File: src/rtl/stopwatch_pkg.sv
// stopwatch_pkg: shared types and helpers for the stopwatch_lap slice.
//   sw_state_t : controller state (IDLE, RUN, PAUSE, EXPIRED)
//   BCD_MAX    : largest legal BCD nibble
//   bcd_sat()  : clamps a nibble into the BCD range 0..9
package stopwatch_pkg;

  typedef enum logic [1:0] {
    IDLE    = 2'd0,
    RUN     = 2'd1,
    PAUSE   = 2'd2,
    EXPIRED = 2'd3
  } sw_state_t;

  localparam logic [3:0] BCD_MAX = 4'd9;

  function automatic logic [3:0] bcd_sat(input logic [3:0] nibble);
    return (nibble > BCD_MAX) ? BCD_MAX : nibble;
  endfunction

endpackage

File: src/rtl/bcd_digit.sv
// bcd_digit: one BCD digit of the stopwatch counter chain.
//   clk, reset_n : clock, async active-low reset
//   clr          : synchronous zero (highest priority)
//   load         : load saturated load_val
//   inc / dec    : count enables (carry / borrow in)
//   q            : digit value
//   carry_out    : inc while at 9 (rolls over)
//   borrow_out   : dec while at 0 (rolls under)
//   is_zero      : q == 0
module bcd_digit
  import stopwatch_pkg::*;
(
  input  logic       clk,
  input  logic       reset_n,
  input  logic       clr,
  input  logic       load,
  input  logic [3:0] load_val,
  input  logic       inc,
  input  logic       dec,
  output logic [3:0] q,
  output logic       carry_out,
  output logic       borrow_out,
  output logic       is_zero
);

  assign is_zero    = (q == 4'd0);
  assign carry_out  = inc & (q == BCD_MAX);
  assign borrow_out = dec & is_zero;

  always_ff @(posedge clk or negedge reset_n) begin
    if (!reset_n)  q <= 4'd0;
    else if (clr)  q <= 4'd0;
    else if (load) q <= bcd_sat(load_val);
    else if (inc)  q <= (q == BCD_MAX) ? 4'd0 : q + 4'd1;
    else if (dec)  q <= is_zero ? BCD_MAX : q - 4'd1;
  end

endmodule

File: src/rtl/stopwatch_lap.sv
// stopwatch_lap: N-digit BCD up/down stopwatch with tick prescaler,
// start/stop toggle, lap freeze and countdown expiry.
//   clk, reset_n  : clock, async active-low reset
//   start_stop    : level, rising edge toggles run/pause
//   clear         : level, rising edge zeroes count and returns to IDLE
//   lap           : level, rising edge toggles display freeze
//   count_down    : 1 = count down, sampled on each tick
//   load          : strobe, loads load_value in IDLE/PAUSE
//   load_value    : BCD preset, digit i at [4i+3:4i]
//   digits        : displayed BCD value
//   digit_point   : one-hot decimal point mask at DP_POS
//   running       : high in RUN
//   lap_active    : high while display is frozen
//   expired       : high in EXPIRED
module stopwatch_lap
  import stopwatch_pkg::*;
#(
  parameter int CLK_HZ     = 100_000_000,
  parameter int TICK_HZ    = 100,
  parameter int NUM_DIGITS = 4,
  parameter int DP_POS     = 2
) (
  input  logic                    clk,
  input  logic                    reset_n,
  input  logic                    start_stop,
  input  logic                    clear,
  input  logic                    lap,
  input  logic                    count_down,
  input  logic                    load,
  input  logic [4*NUM_DIGITS-1:0] load_value,
  output logic [4*NUM_DIGITS-1:0] digits,
  output logic [NUM_DIGITS-1:0]   digit_point,
  output logic                    running,
  output logic                    lap_active,
  output logic                    expired
);

  localparam int DIV = CLK_HZ / TICK_HZ;
  localparam int PW  = $clog2(DIV);
  localparam logic [NUM_DIGITS-1:0] DP_MASK = NUM_DIGITS'(1) << DP_POS;

  sw_state_t state;

  // Button levels are registered once (in_q), then edge-detected against a
  // second stage so the event is itself a clean registered pulse. Actions
  // therefore land two edges after the input rises.
  logic [2:0] in_q, in_qq, ev;
  logic       ss_ev, clr_ev, lap_ev;

  always_ff @(posedge clk or negedge reset_n) begin
    if (!reset_n) begin
      in_q  <= '0;
      in_qq <= '0;
    end else begin
      in_q  <= {lap, clear, start_stop};
      in_qq <= in_q;
    end
  end

  assign ev     = in_q & ~in_qq;
  assign ss_ev  = ev[0];
  assign clr_ev = ev[1];
  assign lap_ev = ev[2];

  // Prescaler and tick
  logic [PW-1:0] pre;
  logic          tick, all_zero, expire, stay_run, load_en;

  assign tick     = (state == RUN) && (pre == PW'(DIV - 1));
  assign expire   = tick & count_down & all_zero;
  assign stay_run = (state == RUN) && !clr_ev && !ss_ev && !expire;
  assign load_en  = load && !clr_ev && (state == IDLE || state == PAUSE);

  // Anything leaving RUN resets the prescaler, so a resume discards the
  // partial interval and the first tick is always DIV cycles after entry.
  always_ff @(posedge clk or negedge reset_n) begin
    if (!reset_n)      pre <= '0;
    else if (stay_run) pre <= tick ? '0 : pre + 1'b1;
    else               pre <= '0;
  end

  // Digit chain
  logic [NUM_DIGITS-1:0][3:0] cnt;
  logic [NUM_DIGITS-1:0]      inc, dec, carry, borrow, zero;

  assign all_zero = &zero;
  // Down-count stops at zero: the tick becomes the expiry instead.
  assign inc[0]   = tick & ~count_down;
  assign dec[0]   = tick & count_down & ~all_zero;

  for (genvar i = 0; i < NUM_DIGITS; i++) begin : g_dig
    if (i > 0) begin : g_chain
      assign inc[i] = carry[i-1];
      assign dec[i] = borrow[i-1];
    end
    bcd_digit u_dig (
      .clk        (clk),
      .reset_n    (reset_n),
      .clr        (clr_ev),
      .load       (load_en),
      .load_val   (load_value[4*i +: 4]),
      .inc        (inc[i]),
      .dec        (dec[i]),
      .q          (cnt[i]),
      .carry_out  (carry[i]),
      .borrow_out (borrow[i]),
      .is_zero    (zero[i])
    );
  end

  // Controller FSM; priority clear > load > start, expiry beats start.
  always_ff @(posedge clk or negedge reset_n) begin
    if (!reset_n) begin
      state   <= IDLE;
      running <= 1'b0;
      expired <= 1'b0;
    end else if (clr_ev) begin
      state   <= IDLE;
      running <= 1'b0;
      expired <= 1'b0;
    end else begin
      case (state)
        IDLE, PAUSE: begin
          if (!load && ss_ev) begin
            state   <= RUN;
            running <= 1'b1;
          end
        end
        RUN: begin
          if (expire) begin
            state   <= EXPIRED;
            running <= 1'b0;
            expired <= 1'b1;
          end else if (ss_ev) begin
            state   <= PAUSE;
            running <= 1'b0;
          end
        end
        default: ;
      endcase
    end
  end

  // Lap freeze
  logic [NUM_DIGITS-1:0][3:0] lap_reg;

  always_ff @(posedge clk or negedge reset_n) begin
    if (!reset_n) begin
      lap_reg    <= '0;
      lap_active <= 1'b0;
    end else if (clr_ev) begin
      lap_active <= 1'b0;
    end else if (lap_ev && state != IDLE) begin
      if (lap_active) begin
        lap_active <= 1'b0;
      end else begin
        lap_reg    <= cnt;
        lap_active <= 1'b1;
      end
    end
  end

  assign digits      = lap_active ? lap_reg : cnt;
  assign digit_point = DP_MASK;

endmodule

File: config.mk
export PLATFORM = sky130hd
export DESIGN_NAME = stopwatch_lap
export DESIGN_NICKNAME = d
export VERILOG_FILES = /design/src/rtl/stopwatch_pkg.sv /design/src/rtl/bcd_digit.sv /design/src/rtl/stopwatch_lap.sv
export SDC_FILE = /design/constraint.sdc
export NUM_CORES = 1
export LEC_CHECK = 0
export BUFFER_PORTS_ARGS = -buffer_cell sky130_fd_sc_hd__buf_2
export CAP_MARGIN = 25
export CORE_MARGIN = 3
export CORE_UTILIZATION = 50
export DETAILED_ROUTE_END_ITERATION = 10
export PLACE_DENSITY = 0.7
export SLEW_MARGIN = 20
export SYNTH_ARGS = -nofsm -noshare
export SYNTH_HDL_FRONTEND = slang
export SYNTH_SLANG_ARGS = --single-unit
export TNS_END_PERCENT = 30
File: constraint.sdc
create_clock -name clk -period 3.6 [get_ports clk]
set_input_delay 0.72 -clock clk [delete_from_list [all_inputs] [get_ports clk]]
set_output_delay 0.72 -clock clk [all_outputs]
set_load 0.05 [all_outputs]
# [After elaboration in Yosys (flattened, before gate mapping)]
# Index checks and enable logic that the tools add are counted.
[totals] reg_bits=63 inputBits=23 output_inout_bits=23 word_cells=131
[classes] add_sub_neg=9 magnitude_cmp=4 n_eq_ne=9 muxes=47 n_bitwise=15 reduce_logical=32
[op_table] operator="2-to-1 mux 4 bit" n=28
[op_table] operator="2-to-1 mux 20 bit" n=2
[op_table] operator="adder 20 x 1 -> 20 bit (second input constant)" n=1
[op_table] operator="equality test 20 bit (second input constant)" n=1
[op_table] operator="adder 4 x 1 -> 4 bit (second input constant)" n=4
[op_table] operator="equality test 4 bit (second input constant)" n=4
[op_table] operator="> comparator 4 bit (second input constant)" n=4
[op_table] operator="logical NOT 4 bit" n=4
[op_table] operator="2-to-1 mux 16 bit" n=1
[op_table] operator="nonzero test 4 bit" n=4
[op_table] operator="subtractor 4 x 1 -> 4 bit (second input constant)" n=4
[op_table] operator="bitwise AND 1 bit" n=10
[op_table] operator="2-to-1 mux 1 bit" n=10
[op_table] operator="logical AND 1 bit" n=8
[op_table] operator="2-to-1 mux 2 bit" n=4
[op_table] operator="nonzero test 2 bit" n=4
[op_table] operator="logical NOT 1 bit" n=4
[op_table] operator="inequality test 4 bit (second input constant)" n=1
[op_table] operator="one-hot mux 2 bit (2 select lines)" n=1
[op_table] operator="AND reduction 2 bit" n=2
[op_table] operator="AND reduction 4 bit" n=1
[op_table] operator="bitwise AND 3 bit" n=1
[op_table] operator="inequality test 3 bit (second input constant)" n=1
[op_table] operator="NOT 1 bit" n=3
[op_table] operator="9 further kinds" n=9

# [Depth between registers and ports, before layout]
# Gate-level depths: netlist (run 1).
[depth] depth_word=11 ltp_mapped=9 ltp_nobuf=8

# [Modules after synthesis]
# Synthesis (run 1) repeated with hierarchy kept, for this count alone.
[unflattened] cells_unflattened=411 hier_area_um2=3955.0
[by_module_without_submodules] mod="stopwatch_lap" n_inst=1 cells_each=207 area_each_um2=2288.4 seq_area_each_um2=1176.1
[by_module_without_submodules] mod="bcd_digit" n_inst=4 cells_each=51 area_each_um2=416.6 seq_area_each_um2=100.1

# [Worst setup path after synthesis (run 1)]
# Ideal clock, no wire load.
[synth_path] kind="reg-to-output" startpoint="register lap_active" endpoint="output port digits[13]" t_arrival_ns=2.161 required_time_ns=2.880 slack_ns=0.719 stages_incl_launch_ff=4 n_path_buf=2 path_cell_list="dfrtp_1 clkbuf_1 clkbuf_1 o21ai_0"
[synth_between] elab_chain_cells=1
[synth_lines] item="start: declaration" line_no="stopwatch_lap.sv:34" source="output logic lap_active,"
[synth_lines] item="start signal: assignment" line_no="stopwatch_lap.sv:150" source="lap_active <= 1'b0;"
[synth_lines] item="start signal: assignment" line_no="stopwatch_lap.sv:152" source="lap_active <= 1'b0;"
[synth_lines] item="start signal: assignment" line_no="stopwatch_lap.sv:155" source="lap_active <= 1'b0;"
[synth_lines] item="2-to-1 mux 16 bit"
[synth_lines] item="end: declaration" line_no="stopwatch_lap.sv:31" source="output logic [4*NUM_DIGITS-1:0] digits,"
# No other way between the ends.

# [Final worst setup path (run 1)]
[layout_path] startpoint="register g_dig[0].u_dig.q[0]" endpoint="register g_dig[3].u_dig.q[1]"
[layout_between] elab_chain_cells=8
[layout_lines] item="start: declaration" line_no="bcd_digit.sv:20" source="output logic [3:0] q,"
[layout_lines] item="start signal: assignment" line_no="bcd_digit.sv:33" source="else if (load) q <= bcd_sat(load_val);"
[layout_lines] item="start signal: assignment" line_no="bcd_digit.sv:34" source="else if (inc) q <= (q == BCD_MAX) ? 4'd0 : q + 4'd1;"
[layout_lines] item="start signal: assignment" line_no="bcd_digit.sv:35" source="else if (dec) q <= is_zero ? BCD_MAX : q - 4'd1;"
[layout_lines] item="logical NOT 4 bit" line_no="bcd_digit.sv:26" source="assign is_zero = (q == 4'd0);"
[layout_lines] item="AND reduction 4 bit" line_no="stopwatch_lap.sv:86" source="assign all_zero = &zero;"
[layout_lines] item="NOT 1 bit" line_no="stopwatch_lap.sv:89" source="assign dec[0] = tick & count_down & ~all_zero;"
[layout_lines] item="bitwise AND 1 bit" line_no="stopwatch_lap.sv:89"
[layout_lines] item="bitwise AND 1 bit (3 in series)" line_no="bcd_digit.sv:28" source="assign borrow_out = dec & is_zero;"
[layout_lines] item="nonzero test 4 bit (no line)"
[layout_lines] item="end signal: assignment" line_no="bcd_digit.sv:33"
[layout_lines] item="end signal: assignment" line_no="bcd_digit.sv:34"
[layout_lines] item="end signal: assignment" line_no="bcd_digit.sv:35"
[layout_lines] item="end: declaration" line_no="bcd_digit.sv:20"
# Several ways; a longest one is shown, not always the timed one.
# A chain may end at the register's enable or synchronous reset.

==> impl_metrics.tcl, run 1 <==
set metrics [dict create \
    outcome "finished, final reports clean" \
    tightest_slew_ns 0.818 \
    drt-total-wl_um 9340 \
    hold_start "in_q[2]" \
    dr.pass1.iters 4 \
    final_antenna_net_count 0 \
    yosysWarnings 0 \
    worst_ep_arrival_time_ns 3.09 \
    htreeDepth 3 \
    slew_viol_final 0 \
    p_per_area_nw_per_um2 589 \
    ys_ff_latch 63 \
    hold_viol 0 \
    cp.required_ns 3.81 \
    grt_pass1_wl_um 15300 \
    path_clk_slew_ns 0.07 \
    antenna_cells 0 \
    fin_util_pct 58.0 \
    worstPathCellList "inv_1 > ha_1 > or4bb_1 > a211oi_1 > a21oi_1 > o21a_4 > nor4_1 > a2111oi_2" \
    cp_top_family "compound AO/OA/AOI/OAI gates" \
    vias 3402 \
    synthArstFlopShare_pct 100 \
    wl_met1_um 4360 \
    fillers 712 \
    path_class "register to register" \
    cts-hold-fix-buffers 0 \
    cts_resized 0 \
    fp.dieArea_um2 9210 \
    cts_root_buffer "clkbuf_8" \
    fp.coreArea_um2 7810 \
    largest_register_ffs 20 \
    synth.avg_cell_area_um2 9.06 \
    synth.distinct_cells 65 \
    maxCapViolCount 0 \
    max_slew_margin_pct 45.5 \
    crit_start "g_dig[0].u_dig.q[0]" \
    routabilityCongestion 0.937 \
    ys_seq_area_share_pct 38.9 \
    routedWlPerCell_um 15.9 \
    startpoint_type "register" \
    syn_to_final_growth_pct 11.8 \
    synth_top_area_share_pct 38.9 \
    dp_hpwl_um 6870 \
    cts_buffers 9 \
    crit_fanout 8 \
    routed-wl-met2_um 4350 \
    start_util_pct 51.8 \
    yosysTopAreaCell "dfrtp_1" \
    endpoint_kind "register" \
    rsz0062_at_grt "false" \
    synth_cells 447 \
    rows 32 \
    drtIter0Drc 200 \
    fin_crit_sh_pct 79.8 \
    top_level_ports 46 \
    cp_slowest_cell "or4bb_1" \
    ys_top_cells_by_area "dfrtp_1 39%, mux2_2 7.8%, nand2_1 5.1%" \
    numPortBuffers 41 \
    grt_max_degree 64 \
    worst_ir_drop_vdd_v 0.000377 \
    finalHoldWorstSlack_ns 0.383 \
    wl_met3_um 450 \
    fin_tns_setup_ns 0 \
    leakage_nw 1.99 \
    max_freq_mhz 348 \
    postCtsSetupBuffers 0 \
    worst-path-buf-inv 1 \
    clockBufferDepth 2 \
    nNetsFinal 517 \
    netlist_area_um2 4050 \
    dieHeight_um 96.0 \
    min_period_ns 2.87 \
    overflow 0 \
    die_x_um 96.0 \
    clock_sinks 63 \
    fin_skew_ns 0.00760 \
    hold_path_class "register to register" \
    power.total_w 0.00267 \
    synth_edf_count 0 \
    avgViaCountPerCell 5.80 \
    critPathMaxStageDelay_ns 0.58 \
    grt_antenna_before_repair 0 \
    postSynth.topFlopCell "dfrtp_1" \
    drive_gt1_share_pct 22.1 \
    drc 0 \
    grt_pass1_vias 3176 \
    setup_violations 0 \
    r2r-start "g_dig[0].u_dig.q[0]" \
    routed.top_layer "met4" \
    groute.usage.overall_pct 21.7 \
    worstSkewPairLatency_ns 0.34 \
    cts_tree "built" \
]
## Yosys cell counts, types with 5 or more instances
master / instances
nand2_1: 55
clkbuf_1: 19
xnor2_1: 14
nor2b_1: 6
and3_1: 10
dfrtp_1: 63
o21ai_0: 28
a21oi_1: 21
nand3_1: 11
nor2_1: 47
nor3b_1: 6
o211ai_1: 5
mux2_2: 28
mux2i_1: 5
ha_1: 13
xor2_1: 6
inv_1: 17
nor3_1: 12
## logic make-up (layout without fill, tap and decap cells)
| kind of cell | after synthesis | after routing | synth area share [%] |
|---|---|---|---|
| adders and majority gates | 13 | 13 | 4.02 |
| other | 2 | 4 | 0.186 |
| and+or+nand+nor | 186 | 186 | 24.7 |
| muxes | 34 | 34 | 9.30 |
| DFF | 63 | 63 | 38.9 |
| buffers and inverters | 42 | 78 | 4.30 |
| xor gates and xnor gates | 20 | 20 | 4.33 |
| AOI/OAI and AO/OA | 87 | 87 | 14.3 |
## stage by stage
step,worst slack (ns),instance area [um^2],std cells
after floorplan,0.719,4060,449
after global placement,0.709,4320,572
after detailed placement,0.647,4320,572
after CTS,0.760,4530,587
after global routing,0.579,4530,587
final,0.726,4530,587
## final timing paths
kind / to / slack (ns) / cells past startpoint
worst max register to register: g_dig[3].u_dig.q[1] / 0.73 / 8
worst max-delay path: g_dig[3].u_dig.q[1] / 0.73 / 8
worst min register to register: in_qq[2] / 0.38 / 0
worst min-delay path: in_qq[2] / 0.38 / 0
max in group asynchronous: g_dig[0].u_dig.q[1] / 2.51 / 2
min in group asynchronous: g_dig[3].u_dig.q[1] / 0.56 / 2
## power by group
| part | internal, W | total (W) | leakage [nW] | switching (W) |
|---|---|---|---|---|
| clock | 0.000403 | 0.000673 | 0.109 | 0.000270 |
| sequential | 0.000837 | 0.00100 | 0.825 | 0.000164 |
| combinational | 0.000380 | 0.000992 | 1.05 | 0.000612 |
## per-layer routing
| metal | GRT usage [%] | up-vias |
|---|---|---|
| li1 | - | 1645 |
| met4 | 8.65 | 0 |
| met5 | 0 | - |
| met3 | 3.60 | 17 |
| met2 | 33.5 | 97 |
| met1 | 30.3 | 1643 |
## final cells by class
| class | instances | area, um^2 | area share (%) |
|---|---|---|---|
| clock buffer | 11 | 141 | 3.12 |
| clock inverter | 4 | 70.1 | 1.55 |
| inverter | 17 | 63.8 | 1.41 |
| multi-input combinational | 344 | 2300 | 50.9 |
| sequential | 63 | 1580 | 34.8 |
| tap | 102 | 128 | 2.82 |
| timing repair buffer | 46 | 243 | 5.36 |
## cell usage in the layout (no fill, tap or decap), drive strengths merged, types with 5 or more instances in the layout
cell type   n
ha         13
dfrtp      63
nor3b       6
and3       12
nand3      13
mux2       29
o21ai      28
nand2      55
o211ai      5
a21oi      21
clkbuf     11
inv        17
xnor2      14
nor3       13
buf        46
xor2        6
nor2b       6
mux2i       5
nor2       48
Note: power is estimated with default switching activity, not from simulation.
==> run 2, diff against run 1 <==
--- a/config.mk
+++ b/config.mk
@@ -5,12 +5,13 @@
 export SDC_FILE = /design/constraint.sdc
 export NUM_CORES = 1
 export LEC_CHECK = 0
+export ABC_AREA = 1
 export BUFFER_PORTS_ARGS = -buffer_cell sky130_fd_sc_hd__buf_2
 export CAP_MARGIN = 25
 export CORE_MARGIN = 3
 export CORE_UTILIZATION = 50
 export DETAILED_ROUTE_END_ITERATION = 10
-export PLACE_DENSITY = 0.7
+export PLACE_DENSITY = 0.73
 export SLEW_MARGIN = 20
 export SYNTH_ARGS = -nofsm -noshare
 export SYNTH_HDL_FRONTEND = slang
==> constraint.sdc (replaced) <==
create_clock -name clk -period 2.4 [get_ports clk]
set_input_delay 0.48 -clock clk [delete_from_list [all_inputs] [get_ports clk]]
set_output_delay 0.48 -clock clk [all_outputs]
set_load 0.05 [all_outputs]
==> impl_metrics.tcl, run 2 <==
set metrics [dict create \
    outcome "finished, final reports clean" \
    worst_ir_drop_vdd_v 0.00101 \
    overflow 0 \
    startpoint_type "register" \
    min_period_ns 2.20 \
    leakage_nw 2.27 \
    max_freq_mhz 454 \
    fin_skew_ns 0.00900 \
    path_clk_slew_ns 0.08 \
    grt_antenna_before_repair 0 \
    fin_ws_ns 0.197 \
    yosysTopAreaCell "dfrtp_1" \
    die_x_um 96.3 \
    netlist_area_um2 4080 \
    rows 32 \
    ys_ff_latch 63 \
    yosysWarnings 0 \
    layout_common_cells "124 x nand2_1, 63 x dfrtp_1, 59 x inv_1" \
    dr.pass1.iters 5 \
    fin_tns_setup_ns 0 \
    synth.distinct_cells 41 \
    cts_root_buffer "clkbuf_8" \
    crit_start "g_dig[0].u_dig.q[0]" \
    rsz0062_at_grt "false" \
    yosysMostFrequentCell "nand2_1" \
    fp.dieArea_um2 9270 \
    synth_edf_count 0 \
    use_met3_pct 3.44 \
    final_antenna_net_count 0 \
    hold_path_class "input pin to asynchronous set/reset pin" \
    use_met2_pct 36.1 \
    antenna_cells 0 \
    syn_to_final_growth_pct 13.0 \
    worst_ep_arrival_time_ns 2.44 \
    grt_pass1_wl_um 16000 \
    postSynth.topFlopCell "dfrtp_1" \
    avgViaCountPerCell 5.29 \
    dp_hpwl_um 7100 \
    routedWlPerCell_um 13.7 \
    htreeDepth 3 \
    ys_seq_area_share_pct 38.7 \
    final_common_cell "nand2_1" \
    groute.usage.overall_pct 22.1 \
    fp.coreArea_um2 7810 \
    clock_sinks 63 \
    grt_max_degree 34 \
    r2r-start "g_dig[0].u_dig.q[0]" \
    p_per_area_nw_per_um2 1150 \
    pre_cts_ws_ns 0.260 \
    crit_fanout 9 \
    fin_util_pct 59.0 \
    start_util_pct 52.2 \
    hold_viol 0 \
    routabilityCongestion 0.901 \
    fillers 717 \
    slew_viol_final 0 \
    clockBufferDepth 2 \
    tightest_slew_ns 0.507 \
    grtUsageMet1_pct 30.2 \
    drc 0 \
    drtIter0Drc 241 \
    synth_common_cells "124 x nand2_1, 63 x dfrtp_1, 59 x inv_1, 52 x nor2_1, 46 x o21ai_0" \
    endpoint_kind "register" \
    grt_pass1_vias 3451 \
    worstSkewPairLatency_ns 0.34 \
    numPortBuffers 41 \
    dieHeight_um 96.3 \
    drive_gt1_share_pct 19.5 \
    fin_crit_sh_pct 91.8 \
    drt-total-wl_um 9440 \
    setup_violations 0 \
    vias 3638 \
    synth_cells 533 \
    cts_tree "built" \
    ys_top_cells_by_area "dfrtp_1 39%, nand2_1 11%, o21ai_0 5.6%" \
    max_slew_margin_pct 66.2 \
    path_class "register to register" \
    synthArstFlopShare_pct 100 \
    largest_register_ffs 20 \
    nNetsFinal 617 \
    synth_top_area_share_pct 38.7 \
    cp.required_ns 2.63 \
    cts_buffers 9 \
    maxCapViolCount 0 \
    synth.avg_cell_area_um2 7.65 \
    top_level_ports 46 \
    grt.busiest_layer "met2" \
    finalHoldWorstSlack_ns 0.0845 \
]
==> run 2: changes by cell type in the layout (fill, tap and decap cells not counted), moves of 6 or more <==
| cell | previous run | this run |
|---|---|---|
| and3_1 | 10 | 1 |
| o21ai_0 | 28 | 46 |
| inv_1 | 17 | 59 |
| xnor2_1 | 14 | 4 |
| nor3b_1 | 6 | 0 |
| nand2_1 | 55 | 124 |
| nor2_2 | 1 | 9 |
| mux2_2 | 28 | 16 |
| a21oi_1 | 21 | 12 |
| nand3_1 | 11 | 45 |
| nor2b_1 | 6 | 0 |
==> run 2: path summary, 6_finish.rpt <==
path	slack [ns]	cells past startpoint	to
max	0.20	11	pre[15]
min	0.08	1	pre[14]
max reg2reg	0.20	11	pre[15]
min reg2reg	0.38	0	in_qq[1]
max in group asynchronous	1.58	2	g_dig[3].u_dig.q[0]
min in group clk	0.23	1	in_q[0]
==> run 2: final cells by class <==
| cell class | instances | area (um^2) | area share (%) |
|---|---|---|---|
| clock buffers | 10 | 138 | 2.99 |
| repair buffers | 48 | 258 | 5.60 |
| multi-input cells | 395 | 2200 | 47.7 |
| clock inverters | 6 | 70.1 | 1.52 |
| well taps | 102 | 128 | 2.77 |
| flip-flops and latches | 63 | 1580 | 34.2 |
| inverters | 64 | 240 | 5.22 |
==> run 2: layer usage <==
layer  vias up  part of all wire, %
met5         -                    0
met3        12                  5.6
li1       1822                    -
met1      1706                   46
met4         0                  1.2
met2        98                   47
==> run 2: cell families (layout without fill, tap and decap cells) <==
group / after synthesis / count (layout) / share of synthesized area (%)
AND/OR/NAND/NOR: 276 / 276 / 32.6
other: 2 / 4 / 0.184
AO/OA/AOI/OAI: 71 / 71 / 9.24
XOR/XNOR: 15 / 15 / 3.22
multiplexers: 16 / 16 / 4.42
flip-flops: 63 / 63 / 38.7
buffers and inverters: 77 / 128 / 7.70
adder cells (fa/ha/maj): 13 / 13 / 3.99
==> run 2: worst max-delay path, stage by stage, from the launching register on <==
cell	delay, ns
dfrtp_1	0.43
inv_1	0.16
ha_1	0.19
inv_1	0.04
nor2_1	0.14
nand2_1	0.13
nor4_1	0.31
nand3_1	0.18
nand3b_2	0.19
inv_1	0.07
nand2_2	0.17
nor3_1	0.07
==> run 2: stage by stage <==
step	cells	total power [W]	instance area, um^2
after floorplan	535	0.00368	4080
after global placement	672	0.00424	4400
after detailed placement	672	0.00431	4400
after CTS	688	0.00530	4600
after global routing	688	0.00570	4610
final	688	0.00530	4610
==> run 2: report_power, final <==
group / switching (W) / internal [W]
Sequential: 0.000267 / 0.00134
Combinational: 0.00189 / 0.000835
Clock: 0.000456 / 0.000511
==> run 2: repair_timing <==
action / 4_1_cts / 5_1_grt
buffers inserted: 0 / 0
resized for setup: 0 / 1
endpoints found under the hold margin: 0 / 0
hold buffers: 0 / 0
setup endpoints to repair: 0 / 2
